### config.mk
export PLATFORM = sky130hd
export DESIGN_NAME = spi_rom_responder
export DESIGN_NICKNAME = d
export VERILOG_FILES = /design/src/rtl/spi_rom_responder_pkg.sv /design/src/rtl/spi_edge_sync.sv /design/src/rtl/spi_rom_responder.sv
export SDC_FILE = /design/constraint.sdc
export NUM_CORES = 1
export LEC_CHECK = 0
export ABC_AREA = 1
export CORE_UTILIZATION = 57
export CTS_CLUSTER_DIAMETER = 150
export DETAILED_ROUTE_END_ITERATION = 16
export PLACE_DENSITY = 0.9
export REMOVE_ABC_BUFFERS = 1
export SKIP_CTS_REPAIR_TIMING = 1
export SKIP_LAST_GASP = 1
export SYNTH_ARGS = -nofsm -noshare
export SYNTH_HDL_FRONTEND = slang
export SYNTH_SLANG_ARGS = --single-unit
### constraint.sdc
create_clock -name clk -period 2.6 [get_ports clk]
set_input_delay 0.65 -clock clk [delete_from_list [all_inputs] [get_ports clk]]
set_output_delay 0.65 -clock clk [all_outputs]
set_load 0.01 [all_outputs]
### src/rtl/spi_rom_responder_pkg.sv
// Shared constants and FSM state encoding for the SPI ROM-read responder.
// The FAST READ (0Bh) opcode is only accepted when SPI_FAST_READ_EN is defined.
package spi_rom_responder_pkg;

  localparam logic [7:0] SPI_CMD_READ      = 8'h03;
  localparam logic [7:0] SPI_CMD_FAST_READ = 8'h0B;

  localparam int SPI_CMD_LEN   = 8;
  localparam int SPI_ADDR_LEN  = 24;
  localparam int SPI_DUMMY_LEN = 8;
  localparam int SPI_BYTE_LEN  = 8;

  // Wide enough to count the longest phase (24 address bits).
  localparam int BIT_CNT_W = 5;

  typedef enum logic [2:0] {
    ST_IDLE   = 3'd0,
    ST_CMD    = 3'd1,
    ST_ADDR   = 3'd2,
    ST_DUMMY  = 3'd3,
    ST_DATA   = 3'd4,
    ST_IGNORE = 3'd5
  } state_e;

endpackage

### src/rtl/spi_edge_sync.sv
// N-stage input synchroniser with rise/fall detection against a 1-clk-delayed
// copy of the synchronised level.
module spi_edge_sync #(
  parameter int STAGES = 2
) (
  input  logic clk,
  input  logic reset,
  input  logic i_d,
  output logic o_q,
  output logic o_rise,
  output logic o_fall
);

  logic [STAGES-1:0] r_sync;
  logic              r_prev;

  // NOTE: sequential state uses non-blocking assignments so every flop in the
  // chain samples its predecessor's value from before this edge.
  always_ff @(posedge clk or posedge reset) begin
    if (reset) begin
      r_sync <= '0;
      r_prev <= 1'b0;
    end else begin
      r_sync <= {r_sync[STAGES-2:0], i_d};
      r_prev <= r_sync[STAGES-1];
    end
  end

  assign o_q    = r_sync[STAGES-1];
  assign o_rise = r_sync[STAGES-1] & ~r_prev;
  assign o_fall = ~r_sync[STAGES-1] & r_prev;

endmodule

### src/rtl/spi_rom_responder.sv
// SPI Mode-0 responder emulating a serial flash for READ (03h), streaming bytes
// from an external synchronous memory. Define SPI_FAST_READ_EN to accept 0Bh.
module spi_rom_responder
  import spi_rom_responder_pkg::*;
#(
  parameter int ADDR_BITS   = 10,
  parameter int SYNC_STAGES = 2
) (
  input  logic                 clk,
  input  logic                 reset,
  input  logic                 spi_cs,
  input  logic                 spi_sclk,
  input  logic                 spi_mosi,
  output logic                 spi_miso,
  output logic [ADDR_BITS-1:0] mem_addr,
  output logic                 mem_rd,
  input  logic [7:0]           mem_data,
  output logic                 busy,
  output logic                 cmd_err
);

  logic w_cs, w_cs_rise, w_cs_fall;
  logic w_sclk, w_sclk_rise, w_sclk_fall;
  logic w_mosi, w_mosi_rise, w_mosi_fall;

  spi_edge_sync #(.STAGES(SYNC_STAGES)) u_sync_cs (
    .clk   (clk),
    .reset (reset),
    .i_d   (spi_cs),
    .o_q   (w_cs),
    .o_rise(w_cs_rise),
    .o_fall(w_cs_fall)
  );

  spi_edge_sync #(.STAGES(SYNC_STAGES)) u_sync_sclk (
    .clk   (clk),
    .reset (reset),
    .i_d   (spi_sclk),
    .o_q   (w_sclk),
    .o_rise(w_sclk_rise),
    .o_fall(w_sclk_fall)
  );

  spi_edge_sync #(.STAGES(SYNC_STAGES)) u_sync_mosi (
    .clk   (clk),
    .reset (reset),
    .i_d   (spi_mosi),
    .o_q   (w_mosi),
    .o_rise(w_mosi_rise),
    .o_fall(w_mosi_fall)
  );

  // Only the cs rise and the sclk edges drive the FSM; cs is otherwise used as a level.
  logic w_unused_edges;
  assign w_unused_edges = &{1'b0, w_cs_fall, w_sclk, w_mosi_rise, w_mosi_fall};

  state_e                 r_state;
  logic [BIT_CNT_W-1:0]   r_bit_cnt;
  logic [7:0]             r_cmd_sr;
  logic [ADDR_BITS-1:0]   r_addr_sr;
  logic [7:0]             r_shreg;
  logic                   r_fast;
  logic                   r_rd_pend;
  logic                   r_load_pend;
  logic                   r_miso;
  logic [ADDR_BITS-1:0]   r_mem_addr;
  logic                   r_mem_rd;
  logic                   r_busy;
  logic                   r_cmd_err;

  logic [7:0]           w_opcode_next;
  logic [ADDR_BITS-1:0] w_addr_next;
  logic                 w_op_fast;
  logic                 w_op_ok;

  assign w_opcode_next = {r_cmd_sr[6:0], w_mosi};
  assign w_addr_next   = {r_addr_sr[ADDR_BITS-2:0], w_mosi};

`ifdef SPI_FAST_READ_EN
  assign w_op_fast = (w_opcode_next == SPI_CMD_FAST_READ);
`else
  assign w_op_fast = 1'b0;
`endif
  assign w_op_ok = (w_opcode_next == SPI_CMD_READ) || w_op_fast;

  always_ff @(posedge clk or posedge reset) begin
    if (reset) begin
      r_state     <= ST_IDLE;
      r_bit_cnt   <= '0;
      r_cmd_sr    <= '0;
      r_addr_sr   <= '0;
      r_shreg     <= '0;
      r_fast      <= 1'b0;
      r_rd_pend   <= 1'b0;
      r_load_pend <= 1'b0;
      r_miso      <= 1'b0;
      r_mem_addr  <= '0;
      r_mem_rd    <= 1'b0;
      r_busy      <= 1'b0;
      r_cmd_err   <= 1'b0;
    end else begin
      r_cmd_err   <= 1'b0;
      r_mem_rd    <= 1'b0;
      r_load_pend <= 1'b0;

      if (!w_cs && (r_state != ST_IDLE)) begin
        // Deselect aborts everything, including a fetch still in flight.
        r_state   <= ST_IDLE;
        r_bit_cnt <= '0;
        r_miso    <= 1'b0;
        r_busy    <= 1'b0;
        r_rd_pend <= 1'b0;
      end else begin
        if (r_rd_pend) begin
          r_mem_rd  <= 1'b1;
          r_rd_pend <= 1'b0;
        end
        r_load_pend <= r_mem_rd;

        case (r_state)
          ST_IDLE: begin
            if (w_cs_rise) begin
              r_state   <= ST_CMD;
              r_bit_cnt <= '0;
            end
          end

          ST_CMD: begin
            if (w_sclk_rise) begin
              r_cmd_sr <= w_opcode_next;
              if (r_bit_cnt == BIT_CNT_W'(SPI_CMD_LEN - 1)) begin
                r_bit_cnt <= '0;
                if (w_op_ok) begin
                  r_state <= ST_ADDR;
                  r_fast  <= w_op_fast;
                  r_busy  <= 1'b1;
                end else begin
                  r_state   <= ST_IGNORE;
                  r_cmd_err <= 1'b1;
                end
              end else begin
                r_bit_cnt <= r_bit_cnt + 1'b1;
              end
            end
          end

          ST_ADDR: begin
            if (w_sclk_rise) begin
              r_addr_sr <= w_addr_next;
              if (r_bit_cnt == BIT_CNT_W'(SPI_ADDR_LEN - 1)) begin
                r_bit_cnt  <= '0;
                r_mem_addr <= w_addr_next;
                r_rd_pend  <= 1'b1;
                r_state    <= r_fast ? ST_DUMMY : ST_DATA;
              end else begin
                r_bit_cnt <= r_bit_cnt + 1'b1;
              end
            end
          end

          ST_DUMMY: begin
            if (w_sclk_rise) begin
              if (r_bit_cnt == BIT_CNT_W'(SPI_DUMMY_LEN - 1)) begin
                r_bit_cnt <= '0;
                r_state   <= ST_DATA;
              end else begin
                r_bit_cnt <= r_bit_cnt + 1'b1;
              end
            end
          end

          ST_DATA: begin
            if (w_sclk_fall) begin
              r_miso  <= r_shreg[7];
              r_shreg <= {r_shreg[6:0], 1'b0};
              if (r_bit_cnt == BIT_CNT_W'(SPI_BYTE_LEN - 1)) begin
                // Prefetch the next byte while bit 0 is on the wire.
                r_bit_cnt  <= '0;
                r_mem_addr <= r_mem_addr + 1'b1;
                r_mem_rd   <= 1'b1;
              end else begin
                r_bit_cnt <= r_bit_cnt + 1'b1;
              end
            end
          end

          ST_IGNORE: begin
            r_busy <= 1'b0;
          end

          default: begin
            r_state <= ST_IDLE;
            r_busy  <= 1'b0;
          end
        endcase

        // SCLK half-periods guarantee no fall lands on the load cycle.
        if (r_load_pend) begin
          r_shreg <= mem_data;
        end
      end
    end
  end

  assign spi_miso = r_miso;
  assign mem_addr = r_mem_addr;
  assign mem_rd   = r_mem_rd;
  assign busy     = r_busy;
  assign cmd_err  = r_cmd_err;

endmodule

== After elaboration in Yosys (flattened, before gate mapping) ==
Index checks and enable logic that the tools add are counted.
Word-level totals
  register bits after elaboration: 56
  bits of input ports: 13
  output and inout port bits: 14
  logic and storage cells: 120
Cells by class
  add/sub/neg operators: 2
  equality and inequality tests: 24
  mux-type cells: 49
  bitwise gates (word level): 7
  reductions and logical operators: 21
Operators with widths (count)
  10-bit two-way mux: 4
  5-bit two-way mux: 7
  3-bit two-way mux: 9
  8-bit two-way mux: 3
  1-bit two-way mux: 22
  10-bit one-hot mux with 2 select lines: 1
  5-bit one-hot mux with 4 select lines: 1
  3-bit by 2-bit inequality test with 1-bit output (second input constant): 5
  3-bit one-hot mux with 5 select lines: 1
  3-bit inequality test (second input constant): 4
  10-bit by 1-bit adder with 10-bit output (second input constant): 1
  2-bit nonzero test: 5
  3-bit AND reduction: 3
  8-bit by 2-bit == test with 1-bit output (second input constant): 1
  2-bit by 1-bit inequality test with 1-bit output (second input constant): 4
  8-bit AND reduction: 1
  3-bit by 2-bit == test with 1-bit output (second input constant): 2
  3-bit == test (second input constant): 2
  6-bit AND reduction: 1
  5-bit by 1-bit adder with 5-bit output (second input constant): 1
  5-bit by 3-bit == test with 1-bit output (second input constant): 1
  5-bit == test (second input constant): 1
  5-bit AND reduction: 1
  5-bit nonzero test: 1
  14 further kinds: 21

== Longest topological paths before layout ==
  word-level depth: 6
  depth in mapped cells: 10
  gate-level depth less buffers: 10

== By module ==
From an unflattened synthesis, not the netlist that was laid out.
Unflattened totals
  cells, all modules: 378
  area total of the unflattened synthesis: 2975.4 um^2
Modules (own cells, without submodules)
  spi_rom_responder: times used 1, cells an instance 354, area each 2693.8 um^2, sequential area each 1201.2 um^2
  spi_edge_sync: times used 3, cells an instance 8, area each 93.8 um^2, sequential area each 75.1 um^2

== Worst setup path after synthesis ==
OpenSTA, ideal clock, no wires.
  path kind: register to register
  from: register r_bit_cnt[0]
  to: register r_mem_addr[6], in the netlist mem_addr[6]
  library setup time: 0.065 ns
  arrival: 1.346 ns
  data required time: 2.535 ns
  setup slack: 1.189 ns
  stages on the path, launching flop included: 8
  path buffers: 0
  clock period less this slack: 1.411 ns
  cells stage by stage: dfrtp_1 > ha_1 > nand4_1 > o21ai_0 > nand2_1 > nor2_4 > nand2_1 > nand2_1
On the way
  cells in the longest elaborated chain, start to end: 3
  elaborated cells on any way between the ends: 5
  those cells by class: 4 x eq/ne; 1 x reduce/logical
Ends and longest elaborated chain
  start: declaration: RTL line spi_rom_responder.sv:58  | logic [BIT_CNT_W-1:0] r_bit_cnt;
  start signal: assignment: RTL line spi_rom_responder.sv:142  | r_bit_cnt <= r_bit_cnt + 1'b1;
  start signal: assignment: RTL line spi_rom_responder.sv:156  | r_bit_cnt <= r_bit_cnt + 1'b1;
  start signal: assignment: RTL line spi_rom_responder.sv:167  | r_bit_cnt <= r_bit_cnt + 1'b1;
  5-bit == test or 5-bit by 3-bit == test with 1-bit output (tied branches): RTL line spi_rom_responder.sv:150, spi_rom_responder.sv:176
  2-bit inequality test (no line)
  6-bit AND reduction (no line) *
  end signal: assignment: RTL line spi_rom_responder.sv:152  | r_mem_addr <= w_addr_next;
  end signal: assignment: RTL line spi_rom_responder.sv:179  | r_mem_addr <= r_mem_addr + 1'b1;
  end: declaration: RTL line spi_rom_responder.sv:66  | logic [ADDR_BITS-1:0] r_mem_addr;
Mark *: on every way between the ends. The rest lies on a longest branch, timed or not.
A chain may end at the register's enable or synchronous reset.

== Worst setup path in the final report ==
  from: register r_mem_addr[2], in the netlist mem_addr[2]
  to: output port mem_addr[2]
RTL lines
  end: declaration: RTL line spi_rom_responder.sv:15  | output logic [ADDR_BITS-1:0] mem_addr,
No word-level cell between the ends.

==> flow_summary_export.csv <==
group,metric,value,unit
yosys,syn_area_per_cell,7.65,um2
timing,fin_crit,1980,ps
clock_tree,clock_insertion_delay_worst_skew,320,ps
timing,rsz0062_at_grt,"false",
timing,setup_ws,615,ps
yosys,synth_top_family_by_area,"simple AND/OR/NAND/NOR gates",
run,max_cap_viol_count,0,
outcome,status,"complete, no violations",
routing,routedWlPerCell,13.0,um
clock_tree,cts_tree,"yes",
timing,slew_viol_final,0,
routing,num_vias,2532,
yosys,syn-cell-area,0.00289,mm2
layout,area_growth,13.9,%
yosys,seq_area_frac_synth,0.485,
setup_path,critPathKind,"reg2out",
floorplanning,num_rows,25,
setup_path,reg2regPathDepth,8,
setup_path,cp_cell_sequence,"clkdlybuf4s50_1",
clock_tree,clockRootBuffer,"clkbuf_8",
pwr,power.density,776,mW/mm2
global_routing,grt_antenna_before_repair,0,
timing,final.setup.tns,0,ps
hold_path,hold_path.class,"reg2reg",
hold_path,hold_end,"u_sync_sclk.r_sync[1]$_DFF_PP0_",
setup_path,crit_arrival,1330,ps
pwr,ir_worst_vdd,473,uV
setup_path,cp_slowest_cell,"clkdlybuf4s50_1",
placed_design,pre_cts_ws,834,ps
setup_path,crit_path_end_kind,"output port",
timing,slew_headroom,0.675,
timing,setup_viol_count_final,0,
yosys,synth-xor-area-share,0,
setup_path,r2r_setup_slack,770,ps
yosys,synth_cell_types,31,
setup_path,r2r_start,"r_state[0]$_DFFE_PP0P_",
pwr,total_power,2.56,mW
floorplanning,die_h,73.2,um
timing,fin_worst_skew,8.54,ps
pwr,power.leakage,1.59,nW
hold_path,hp-start,"u_sync_sclk.r_sync[0]$_DFF_PP0_",
placed_design,placement.io_buffers,26,
timing,hold_viol_final,0,
yosys,synthSimpleGateAreaFrac,0.320,
placed_design,gp_congestion,0.930,
layout,multi_input_area,0.00126,mm2
timing,finalCritPeriodShare,0.763,
layout,finish.net_count,419,
setup_path,regToRegEndpoint,"r_bit_cnt[3]$_DFFE_PP0P_",
layout,drive_above_1_share,0.0642,
setup_path,cp-start-kind,"flip-flop",
global_routing,grt-ovfl-total,0,
clock_tree,path_clk_slew,90,ps
yosys,synth_cells,378,
timing,tightestPinTransition,487,ps
yosys,yosys_most_used_dff,"dfrtp_1",
routing,drt_first_pass_iters,12,
setup_path,cp_max_fo,6,
floorplanning,fp.coreArea,0.00482,mm2
clock_tree,cts_buffers,5,
yosys,yosysWarnings,0,
setup_path,max_stage_delay,590,ps
global_routing,grt_pass1_vias,2366,
routing,drt_iter0_markers,232,
placed_design,dp_hpwl,4400,um
setup_path,cp_num_buf_inv,1,
global_routing,grt_pass1_wl,10200,um
hold_path,holdPathStages,0,
clock_tree,cts_sinks,56,
yosys,muxShareOfSynthArea,0,
clock_tree,clk_path_buf_depth,2,
floorplanning,ios,27,
layout,num-fill-cells,408,
yosys,async_reset_ff_frac,1.00,
floorplanning,fp.dieW,73.2,um
layout,regArea,0.00140,mm2
global_routing,grt_use_total,0.250,
timing,fmax,0.504,GHz
floorplanning,die_area,0.00536,mm2
yosys,synth-compound-area-share,0.108,
floorplanning,initial_core_util,0.600,
yosys,ys_seq_elements,56,
yosys,synth_edf_count,0,
routing,drc_errors,0,
global_routing,grt_max_degree,38,
setup_path,critical-path-top-delay-family,"buffers and inverters",
routing,drt-total-wl,6140,um
setup_path,critPathRequiredTime,1950,ps
clock_tree,cts_max_level,2,
routing,postRouteAntennaNets,0,
layout,antenna_cells,0,
routing,viasPerCell,5.36,
yosys,synthAdderAreaFrac,0.00865,
Yosys cell counts (3+ instances only):
master	instances	area (um2)
a21oi_1	8	40.0
buf_2	5	25.0
dfrtp_1	56	1400
inv_1	42	158
nand2_1	130	488
nand3_1	29	145
nand3_2	3	30.0
nand3b_1	3	22.5
nand4_1	5	31.3
nor2_1	27	101
nor2_4	3	33.8
nor3_1	3	15.0
o21ai_0	41	205
worst max path at each step:
stage                                 start                        to  slack, ps  depth (start not counted)
finish              mem_addr[2]$_DFFE_PP0P_               mem_addr[2]        620                          1
floorplan                             reset          busy$_DFFE_PP0P_        580                          1
CTS                 mem_addr[2]$_DFFE_PP0P_               mem_addr[2]        610                          1
global placement     r_state[0]$_DFFE_PP0P_  r_bit_cnt[3]$_DFFE_PP0P_        950                          8
global route        mem_addr[5]$_DFFE_PP0P_               mem_addr[5]        560                          1
detailed placement   r_state[0]$_DFFE_PP0P_  r_bit_cnt[3]$_DFFE_PP0P_        830                          8
state kept, by name (all words and copies together) (netlist names), 2 cells and up:
name,count
r_addr_sr,9
r_bit_cnt,5
r_shreg,8
r_cmd_sr,7
u_sync_sclk.r_sync,2
mem_addr,10
u_sync_mosi.r_sync,2
u_sync_cs.r_sync,2
r_state,3
cells by family (layout without fill, tap and decap cells):
| logic type | Yosys count | in the layout |
|---|---|---|
| AO/OA/AOI/OAI | 57 | 57 |
| adder cells (fa/ha/maj) | 2 | 2 |
| buffers and inverters | 54 | 81 |
| flip-flops | 56 | 56 |
| AND/OR/NAND/NOR | 209 | 209 |
final cells by class:
| cell class | instances | area share |
|---|---|---|
| Sequential cell | 56 | 0.425 |
| Multi-Input combinational cell | 268 | 0.383 |
| Timing Repair Buffer | 27 | 0.0851 |
| Inverter | 46 | 0.0539 |
| Clock buffer | 8 | 0.0273 |
| Tap cell | 67 | 0.0254 |
where the power goes:
part,internal [mW],leakage (nW),switching (mW),total (mW)
Combinational,0.310,0.811,0.582,0.892
Clock,0.218,0.0455,0.269,0.487
Sequential,1.04,0.730,0.133,1.18
metrics by stage:
stage	hold WS (ps)	utilization	std cells	cell area, um2
after global placement	334	0.665	464	3200
after floorplan	331	-	370	2840
final	353	0.684	472	3290
after global routing	380	0.684	472	3290
after detailed placement	335	0.665	464	3200
after CTS	356	0.684	472	3290
routing by layer:
layer	track usage	routed length [um]	vias to the layer above
li1	-	-	1256
met1	0.315	2740	1189
met2	0.424	2990	77
met3	0.0539	332	10
met4	0.0893	84	0
met5	0	0	-
cells in the final DEF (no fill, tap or decap), drive strengths merged, types with 2 or more instances in the layout:
cell type and instances:
dfrtp 56, o21ai 43, clkinv 2, inv 44, nand4 5, clkbuf 8, clkdlybuf4s50 26, nor3 4
nand2 132, nand3b 3, nor2 31, nand3 33, ha 2, a21oi 11
worst reg2reg max path, cell delays in order, from the launching register on:
cell and delay, ps:
dfrtp_1 480, nor2_4 250, nand2_1 110, nand2_1 300
nand3_1 220, nand3_2 210, inv_1 70, nand2_1 50
nand2_1 40
No activity file was read; power rests on OpenSTA's default activity.
